## src/rtl/vga_scroll_addr_gen.sv

```systemverilog
`timescale 1ns/1ps
`default_nettype none
// ============================================================================
//  Module      : vga_scroll_addr_gen
//  Description : Frame-buffer read-address generator for the VGA path. Maps
//                the raster (h_cnt, v_cnt) onto a down-scaled source image
//                with toroidally wrapping horizontal/vertical scroll offsets
//                that change only at frame boundaries. Fixed 2-cycle latency.
//  Revision    : 1.0 - initial release
// ============================================================================
module vga_scroll_addr_gen #(
    parameter int unsigned IMG_W       = 320,
    parameter int unsigned IMG_H       = 240,
    parameter int unsigned SCALE_SHIFT = 1,
    parameter int unsigned ADDR_W      = 17,
    parameter int unsigned POS_W       = 9
) (
    input  logic              clk,
    input  logic              rst,
    input  logic              en,
    input  logic [1:0]        mode,
    input  logic              dir_h,
    input  logic              dir_v,
    input  logic [3:0]        step,
    input  logic [7:0]        frame_div,
    input  logic              frame_start,
    input  logic              valid,
    input  logic [9:0]        h_cnt,
    input  logic [9:0]        v_cnt,
    output logic [ADDR_W-1:0] pixel_addr,
    output logic              addr_valid,
    output logic [POS_W-1:0]  x_off,
    output logic [POS_W-1:0]  y_off
);

    // One extra bit so offset + step / offset + coordinate cannot overflow
    // before the wrap compare.
    localparam int unsigned         c_sum_w      = POS_W + 1;
    localparam logic [c_sum_w-1:0]  c_img_w      = c_sum_w'(IMG_W);
    localparam logic [c_sum_w-1:0]  c_img_h      = c_sum_w'(IMG_H);
    localparam logic [ADDR_W-1:0]   c_img_w_addr = ADDR_W'(IMG_W);

    // ------------------------------------------------------------------------
    // Registers
    // ------------------------------------------------------------------------
    logic [7:0]        div_cnt_q,    div_cnt_d;
    logic [POS_W-1:0]  x_off_q,      x_off_d;
    logic [POS_W-1:0]  y_off_q,      y_off_d;
    logic [POS_W-1:0]  sx_q,         sx_d;
    logic [POS_W-1:0]  sy_q,         sy_d;
    logic              v1_q,         v1_d;
    logic [ADDR_W-1:0] pixel_addr_q, pixel_addr_d;
    logic              addr_valid_q, addr_valid_d;

    // Combinational helpers
    logic               w_tick;
    logic [c_sum_w-1:0] w_hs;
    logic [c_sum_w-1:0] w_vs;
    logic [c_sum_w-1:0] w_sx_sum;
    logic [c_sum_w-1:0] w_sy_sum;
    logic [c_sum_w-1:0] w_sx_wrap;
    logic [c_sum_w-1:0] w_sy_wrap;

    // ------------------------------------------------------------------------
    // Move an offset by 'stp' in the requested direction, wrapping modulo
    // 'img' with a single compare/subtract (stp is always below img).
    // ------------------------------------------------------------------------
    function automatic logic [POS_W-1:0] step_wrap(
        input logic [POS_W-1:0]   off,
        input logic [3:0]         stp,
        input logic [c_sum_w-1:0] img,
        input logic               dec
    );
        logic [c_sum_w-1:0] off_e;
        logic [c_sum_w-1:0] stp_e;
        logic [c_sum_w-1:0] t;
        off_e = {1'b0, off};
        stp_e = c_sum_w'(stp);
        if (dec) begin
            if (off_e < stp_e) begin
                t = off_e + img - stp_e;
            end else begin
                t = off_e - stp_e;
            end
        end else begin
            t = off_e + stp_e;
            if (t >= img) begin
                t = t - img;
            end
        end
        return t[POS_W-1:0];
    endfunction

    // Frame divider and offset update: offsets move only on a divider tick,
    // sampling mode/dir/step at that instant.
    always_comb begin
        div_cnt_d = div_cnt_q;
        x_off_d   = x_off_q;
        y_off_d   = y_off_q;
        w_tick    = 1'b0;
        if (frame_start && en) begin
            if (div_cnt_q == frame_div) begin
                div_cnt_d = 8'd0;
                w_tick    = 1'b1;
            end else begin
                div_cnt_d = div_cnt_q + 8'd1;
            end
        end
        if (w_tick) begin
            if (mode[1]) begin
                x_off_d = step_wrap(x_off_q, step, c_img_w, dir_h);
            end
            if (mode[0]) begin
                y_off_d = step_wrap(y_off_q, step, c_img_h, dir_v);
            end
        end
    end

    // Stage 1: scaled raster coordinate plus the current (pre-update) offset,
    // folded back into the image with one conditional subtract.
    always_comb begin
        w_hs      = c_sum_w'(h_cnt >> SCALE_SHIFT);
        w_vs      = c_sum_w'(v_cnt >> SCALE_SHIFT);
        w_sx_sum  = w_hs + {1'b0, x_off_q};
        w_sy_sum  = w_vs + {1'b0, y_off_q};
        w_sx_wrap = (w_sx_sum >= c_img_w) ? (w_sx_sum - c_img_w) : w_sx_sum;
        w_sy_wrap = (w_sy_sum >= c_img_h) ? (w_sy_sum - c_img_h) : w_sy_sum;
        sx_d      = w_sx_wrap[POS_W-1:0];
        sy_d      = w_sy_wrap[POS_W-1:0];
        v1_d      = valid;
    end

    // Stage 2: linear address; forced to zero for blanking cycles.
    always_comb begin
        pixel_addr_d = '0;
        addr_valid_d = v1_q;
        if (v1_q) begin
            pixel_addr_d = ADDR_W'(sy_q) * c_img_w_addr + ADDR_W'(sx_q);
        end
    end

    // State register: asynchronous reset clears offsets, divider and every
    // in-flight pipeline entry at once.
    always_ff @(posedge clk or posedge rst) begin
        if (rst) begin
            div_cnt_q    <= 8'd0;
            x_off_q      <= '0;
            y_off_q      <= '0;
            sx_q         <= '0;
            sy_q         <= '0;
            v1_q         <= 1'b0;
            pixel_addr_q <= '0;
            addr_valid_q <= 1'b0;
        end else begin
            div_cnt_q    <= div_cnt_d;
            x_off_q      <= x_off_d;
            y_off_q      <= y_off_d;
            sx_q         <= sx_d;
            sy_q         <= sy_d;
            v1_q         <= v1_d;
            pixel_addr_q <= pixel_addr_d;
            addr_valid_q <= addr_valid_d;
        end
    end

    assign pixel_addr = pixel_addr_q;
    assign addr_valid = addr_valid_q;
    assign x_off      = x_off_q;
    assign y_off      = y_off_q;

endmodule
`default_nettype wire
```

## config.mk

```make
export PLATFORM = sky130hd
export DESIGN_NAME = vga_scroll_addr_gen
export DESIGN_NICKNAME = d
export VERILOG_FILES = /design/src/rtl/vga_scroll_addr_gen.sv
export SDC_FILE = /design/constraint.sdc
export NUM_CORES = 1
export LEC_CHECK = 0
export BUFFER_PORTS_ARGS = -buffer_cell sky130_fd_sc_hd__buf_2
export CAP_MARGIN = 20
export CORE_MARGIN = 1.5
export CORE_UTILIZATION = 30
export DETAILED_ROUTE_END_ITERATION = 7
export RECOVER_POWER = 50
export SKIP_LAST_GASP = 1
export SYNTH_ARGS = -nofsm -noshare
export SYNTH_HDL_FRONTEND = slang
export SYNTH_SLANG_ARGS = --single-unit
```

## constraint.sdc

```tcl
create_clock -name clk -period 4.6 [get_ports clk]
set_input_delay 0.92 -clock clk [delete_from_list [all_inputs] [get_ports clk]]
set_output_delay 0.92 -clock clk [all_outputs]
set_load 0.01 [all_outputs]
```

; ---- After elaboration in Yosys (flattened, before gate mapping)
; Index checks and enable logic that the tools add are counted.
[totals]
register_bits = 63
latchBits = 0
ram_bits = 0
rom_bits = 0
inputBits = 41
wordCells = 47
mem_count = 0
[op_classes]
add_sub_neg = 16
n_mul = 1
div = 0
order_cmp = 6
eq_ne = 1
shift = 0
n_mux = 12
bitwise = 0
reduce_logical = 3
[ops]
columns = op, count
row1 = $mux 9, 8
row2 = $sub 9x4->9, 4
row3 = $add 9x4->10, 2
row4 = $add 9x9->10, 2
row5 = $ge 10x8->1 const B, 2
row6 = $ge 10x9->1 const B, 2
row7 = $lt 9x4->1, 2
row8 = $sub 9x8->9 const B, 2
row9 = $sub 9x9->9 const B, 2
row10 = $add 17x9->17, 1
row11 = $mux 17, 1
row12 = $mul 9x3->11 const B, 1
row13 = $add 9x8->9 const B, 1
row14 = $add 9x9->9 const B, 1
row15 = $add 8x1->8 const B, 1
row16 = $eq 8x8->1, 1
row17 = $mux 8, 1
row18 = $reduce_and 2->1, 2
row19 = $mux 1, 2
row20 = $logic_and 1x1->1, 1

; ---- Depth between registers and ports, before layout
; Gate-level depths: netlist (run 1).
[logic_depth]
ltp_word = 4
mapped_depth = 15
depth_no_buf = 15

; ---- Worst setup path after synthesis (run 1)
; No wires, ideal clock.
[synth_timing]
path_type = input-to-reg
startpoint = input step[0]
endpoint = register x_off_q[6] (netlist: x_off[6])
setup_ps = 69
arrival_ps = 3456
path_slack_ps = 1075
path_stages = 14
n_path_buf = 0
path_cell_list = ha_1 -> fa_1 -> nor2b_4 -> o21ai_0 -> nand2_1 -> xnor2_1 -> ha_1 -> nand2_1 -> nor3_1 -> o211ai_1 -> o211ai_2 -> xnor2_1 -> or4_1 -> nand3_1
[synth_between]
elab_chain_cells = 4
elab_cells_between_ends = 9
classes_between = add/sub (4) / order compare (2) / mux (3)
[synth_rtl]
columns = element, line
row1 = start: declaration, 24  ; input logic [3:0] step,
row2 = $add 9x4->10, 86  ; t = off_e + stp_e;
row3 = $sub 9x9->9 or $ge 10x9->1 (tied branches), "88, 87"
row4 = $mux 9, 87  ; if (t >= img) begin
row5 = $mux 9 *, 79  ; if (dec) begin
row6 = end signal: assignment, 156  ; x_off_q <= x_off_d;
row7 = end: declaration, 47  ; logic [POS_W-1:0] x_off_q, x_off_d;
; Every way passes the cells marked *; elsewhere a longest branch is shown, timed or not.
; A chain may end at the register's enable or synchronous reset.

; ---- Final worst setup path (run 1)
[layout_timing]
startpoint = input step[3]
endpoint = register x_off_q[6] (netlist: x_off[6])
; The elaborated chain is that of the path after synthesis.

==> out/metrics.cfg, run 1 <==
[worst_setup_path]
critPathLaunch = step[3]
crit_required_ns = 4.86
worstSetupPathType = input port to flip-flop
critPathArrivalTime_ns = 3.89
critPathLaunchType = input port
reg2reg_depth = 12
r2r-start = y_off[0]
r2r_setup_slack_ns = 1.23
crit_chain = buf_2 > inv_1 > ha_1 > nor2b_4 > a22oi_1 > a21oi_1 > xnor2_1 > ha_1 > nand2_1 > nor3_1 > o211ai_1 > o211ai_2 > xnor2_1 > or4_1 > nand3_1
slowest_stage = ha_1
critPathMaxStageDelay_ns = 0.52
r2r_end = y_off[5]
crit_path_end_kind = flip-flop
critPathMaxFanout = 8

[placement]
gp_congestion = 0.8211
placed_cells = 963
portBuffers = 74
dp_hpwl_mm = 10.22

[floorplan]
core_area_mm2 = 0.01883
die_w_um = 142.2
rows = 50
die-area_mm2 = 0.02021
ios = 77
start_util_pct = 30.85
die_h_um = 142.2

[logic_synthesis]
synthCells = 646
async_flop_share_pct = 100.0
synth_top_area_share_pct = 27.14
ys_top_cells_by_area = dfrtp_1, ha_1, xnor2_1
syn_area_per_cell_um2 = 8.993
synth-seq-cells = 63
yosys_warnings = 0
synth_top_cell_by_area = dfrtp_1
syn_nets = 776
synth_cell_types = 74
yosysSeqAreaShare_pct = 27.14
synth_edf_count = 0
synthFlopType = dfrtp_1
synthesis.area_mm2 = 0.005809

[sta]
setup_violations = 0
final_hold_viol_count = 0
drv_slew = 0
relSlewSlack_pct = 4.032
max_clock_freq_mhz = 275.6
rsz0062_at_grt = no
tns_ns = 0
period_minus_slack_ns = 3.628
tightest_slew_ns = 1.438
finalCritPeriodShare_pct = 78.87
finClkSkew_ns = 0.008161

[global_routing]
grt_pass1_wl_mm = 20.94
grt_max_degree = 41
grt_pass1_vias = 4348
antenna_found_initial = 1
grt_usage_pct = 12.92
grt-ovfl-total = 0

[power]
vdd_drop_max_v = 0.0001964
power.total_w = 0.002624
pwr_density_cell_mw_per_mm2 = 387.8
leakage_nw = 3.065

[routing]
dr.pass1.iters = 4
via_count = 4559
routed_wl_mm = 12.54
drtIter0Drc = 221
viasPerCell = 4.652
drc = 0
drt-wirelength-per-cell_um = 12.79
ant_nets = 0

[hold_path]
whs_path_depth = 1
hold_end = pixel_addr[3]
min_path_type = flip-flop to flip-flop
min_from = sx_q[3]

[clocking]
tritoncts = done
cts.clk_slew.worst_paths_ns = 0.05
cts_resized = 0
cts_max_level = 3
clockBufferDepth = 2
numCtsBuffers = 9
post_cts_buffers = 0
cts-root-buf = clkbuf_16
cts_num_sinks = 63
hold_buffers = 0
insertion_delay_ns = 0.32

[layout]
final_cell_mix = ha_1, dfrtp_1, buf_2
drive_gt1_share_pct = 13.21
area_growth_syn_to_layout_pct = 16.45
layout.cells.most_common = ha_1
final_cells = 980
nNetsFinal = 844

[job]
cap_violations = 0

[outcome]
run_status = finished clean

[sequential cells by signal, summed over array words and instances (netlist names)]
signal        cells
pixel_addr       17
sx_q              9
sy_q              9
x_off             9
y_off             9
div_cnt_q         8
addr_valid        1
addr_valid_d      1
[worst max-delay path, delay by kind of cell]
kind                       cells  cell delay [ns]
adders and majority gates      2             0.73
and+or+nand+nor                5             0.74
xor gates and xnor gates       2             0.39
buffers and inverters          2             0.27
AOI/OAI and AO/OA              4             0.85
[synth_stat cells (13+ instances only)]
library cell and number:
xnor2_1 48, nand2_1 42, a21oi_1 47, fa_1 14, inv_1 54, o21ai_0 29
dfrtp_1 63, nand3_1 21, nor3_1 13, ha_1 75, and2_1 21, nor2_1 37
xor2_1 17
[stage by stage]
stage	cell area [µm²]	hold WS (ns)	util, %	worst slack, ns
final	6765	0.4596	35.93	0.9719
after global placement	6419	0.4446	34.09	0.6502
after CTS	6790	0.4609	36.06	0.9673
after floorplan	5809	0.4337	-	1.075
after detailed placement	6419	0.4518	34.09	0.6360
after global routing	6763	0.4779	35.91	0.7243
[power by group]
part / leakage, nW / internal (W) / total, W / switching, W
clock: 0.180 / 0.000599 / 0.000834 / 0.000235
combinational: 2.10 / 0.000480 / 0.00103 / 0.000546
sequential: 0.783 / 0.000669 / 0.000763 / 0.0000943
[final cells by class]
type	count	area (µm²)
well taps	260	325.3
diodes	1	2.502
inverters	55	206.4
clock buffers	11	242.7
flip-flops and latches	63	1577
clock inverters	5	128.9
fillers	1962	12070
multi-input cells	509	3921
repair buffers	76	361.6
[metal layers]
| metal | up-vias | wire (µm) | track usage, % |
|---|---|---|---|
| met2 | 75 | 5901 | 21.39 |
| met4 | 0 | 138 | 3.744 |
| li1 | 2387 | - | - |
| met3 | 9 | 512 | 2.456 |
| met1 | 2088 | 5985 | 17.14 |
| met5 | - | 0 | 0 |
[cells by family after synthesis]
group | Yosys count | share of synthesized area [%]
flip-flops | 63 | 27.14
adder cells (fa/ha/maj) | 89 | 20.98
buffers and inverters | 74 | 5.298
AO/OA/AOI/OAI | 157 | 18.05
multiplexers | 9 | 1.615
AND/OR/NAND/NOR | 188 | 16.84
XOR/XNOR | 66 | 10.08
[worst max path at each step]
stage | endpoint | cells after the start
global placement | x_off[6] | 15
finish | x_off[6] | 15
floorplan | x_off[6] | 14
CTS | x_off[6] | 15
global route | x_off[6] | 15
detailed placement | x_off[6] | 15
(Power assumes the default switching activity.)
==> inputs of run 2 (changes only) <==
==> constraint.sdc (replaced) <==
create_clock -name clk -period 3.75 [get_ports clk]
set_input_delay 0.75 -clock clk [delete_from_list [all_inputs] [get_ports clk]]
set_output_delay 0.75 -clock clk [all_outputs]
set_load 0.01 [all_outputs]
==> out/metrics.cfg, run 2 (synthesis results as in run 1) <==
[clocking]
numCtsBuffers = 9
post_cts_buffers = 0
cts.clk_slew.worst_paths_ns = 0.05
cts_num_sinks = 63
cts-root-buf = clkbuf_16
cts_max_level = 3
tritoncts = done
hold_buffers = 0
insertion_delay_ns = 0.33
cts_resized = 0
clockBufferDepth = 2

[sta]
finalCritPeriodShare_pct = 89.76
fin_hold_ws_ns = 0.4585
finClkSkew_ns = 0.009104
tightest_slew_ns = 1.591
tns_ns = 0
setup_slack_ns = 0.3839
drv_slew = 46
max_clock_freq_mhz = 297.1
rsz0062_at_grt = no
final_hold_viol_count = 0
setup_violations = 0
period_minus_slack_ns = 3.366
relSlewSlack_pct = -6.188

[worst_setup_path]
worstSetupPathType = input port to flip-flop
crit_path_end_kind = flip-flop
critPathArrivalTime_ns = 3.63
critPathMaxFanout = 4
critPathMaxStageDelay_ns = 0.40
crit_family = simple AND/OR/NAND/NOR gates
crit_chain = buf_2 > ha_1 > fa_1 > nor2b_4 > o21ai_0 > nand2_1 > xnor2_1 > ha_1 > nand2_1 > nor3_1 > o211ai_1 > o211ai_2 > xnor2_1 > or4_1 > nand3_1
critPathLaunchType = input port
critPathBufInv = 1
slowest_stage = fa_1
crit_required_ns = 4.01

[global_routing]
antenna_found_initial = 1
met3_usage_pct = 1.952
grt_pass1_wl_mm = 21.51
grt-ovfl-total = 0
grt_max_degree = 46
grt_most_used_layer = met2
gr-usage-met2_pct = 22.44
grt_pass1_vias = 4571
grt_usage_pct = 13.14
grt_use_met1_pct = 16.95

[power]
power.clock.fraction_pct = 24.4
pwr-share-seq_pct = 31.7
power.combinational.fraction_pct = 43.9
vdd_drop_max_v = 0.0002184
p_int_w = 0.001871
leakage_nw = 3.122
switching_share_pct = 36.41
pwr_density_cell_mw_per_mm2 = 435.2
p_sw_w = 0.001072

[outcome]
run_status = complete, but fails checks
violations = max-capacitance violations, max-slew violations

[hold_path]
min_path_type = flip-flop to flip-flop

[routing]
drc = 0
via_count = 4629
drtIter0Drc = 193
dr.pass1.iters = 4
viasPerCell = 4.666
drt-wirelength-per-cell_um = 12.84
routed_wl_mm = 12.73
ant_nets = 0

[floorplan]
rows = 50
ios = 77
die_h_um = 142.2
start_util_pct = 30.85
die-area_mm2 = 0.02021
die_w_um = 142.2
core_area_mm2 = 0.01883

[job]
cap_violations = 1

[layout]
area_growth_syn_to_layout_pct = 16.41
drive_gt1_share_pct = 16.42
final_cell_mix = ha_1, buf_2, dfrtp_1
largest_reg_flops = 17
layout.cells.most_common = ha_1
final_cell_area_mm2 = 0.006763
nNetsFinal = 857

[placement]
portBuffers = 74
gp_congestion = 0.8081
dp_hpwl_mm = 10.51
pre_cts_ws_ns = 0.06379
placed_area_mm2 = 0.006516

## run 2: changes by cell type in the layout (fill, tap and decap cells not counted), sizes merged
| cell | previous run | this run |
|---|---|---|
| bufinv | 4 | 0 |
| clkbuf | 28 | 14 |
| buf | 59 | 86 |
| clkinv | 1 | 4 |
## run 2: final cells by class
cell class / count / area (µm²)
Clock buffer: 11 / 232.7
Antenna cell: 1 / 2.502
Sequential cell: 63 / 1577
Inverter: 55 / 206.4
Tap cell: 260 / 325.3
Clock inverter: 4 / 23.77
Timing Repair Buffer: 89 / 474.2
Fill cell: 1941 / 12070
Multi-Input combinational cell: 509 / 3921
## run 2: worst register-to-register path, cell delays in order (launching register included)
cell,delay [ns]
dfrtp_1,0.44
ha_1,0.25
fa_1,0.40
nor2b_4,0.15
o21ai_0,0.22
nand2_1,0.15
xnor2_1,0.22
ha_1,0.19
nand2_1,0.05
nor3_1,0.14
o211ai_1,0.14
o211ai_2,0.26
xnor2_1,0.11
or4_1,0.40
nand3_1,0.10
## run 2: power by group through the flow
stage               clock, W  combinational, W  sequential, W
global route        0.000771           0.00148       0.000957
detailed placement         0           0.00130       0.000946
global placement           0           0.00128       0.000946
CTS                 0.000741           0.00131       0.000935
floorplan                  0           0.00100       0.000947
finish              0.000719           0.00129       0.000933
## run 2: per-stage QoR
stage / power, W / utilization (%) / std cells
after detailed placement: 0.002247 / 34.60 / 976
after floorplan: 0.001949 / - / 646
after global placement: 0.002228 / 34.60 / 976
after global routing: 0.003208 / 35.90 / 991
after CTS: 0.002985 / 35.97 / 991
final: 0.002943 / 35.91 / 992
## run 2: final timing paths
path / end / depth (start not counted) / slack, ns / start
setup / recovery: x_off[6] / 15 / 0.38 / step[0]
hold / removal: pixel_addr[3] / 1 / 0.46 / sx_q[3]
setup reg to reg: x_off[6] / 14 / 0.48 / x_off[0]
hold reg to reg: pixel_addr[3] / 1 / 0.46 / sx_q[3]
max in group asynchronous: div_cnt_q[5] / 3 / 1.66 / rst
min in group asynchronous: pixel_addr[7] / 2 / 0.91 / rst
## run 2: layer usage
metal / vias up / wire, µm
li1: 2418 / -
met5: - / 0
met4: 0 / 220
met1: 2119 / 5908
met2: 81 / 6141
met3: 11 / 463
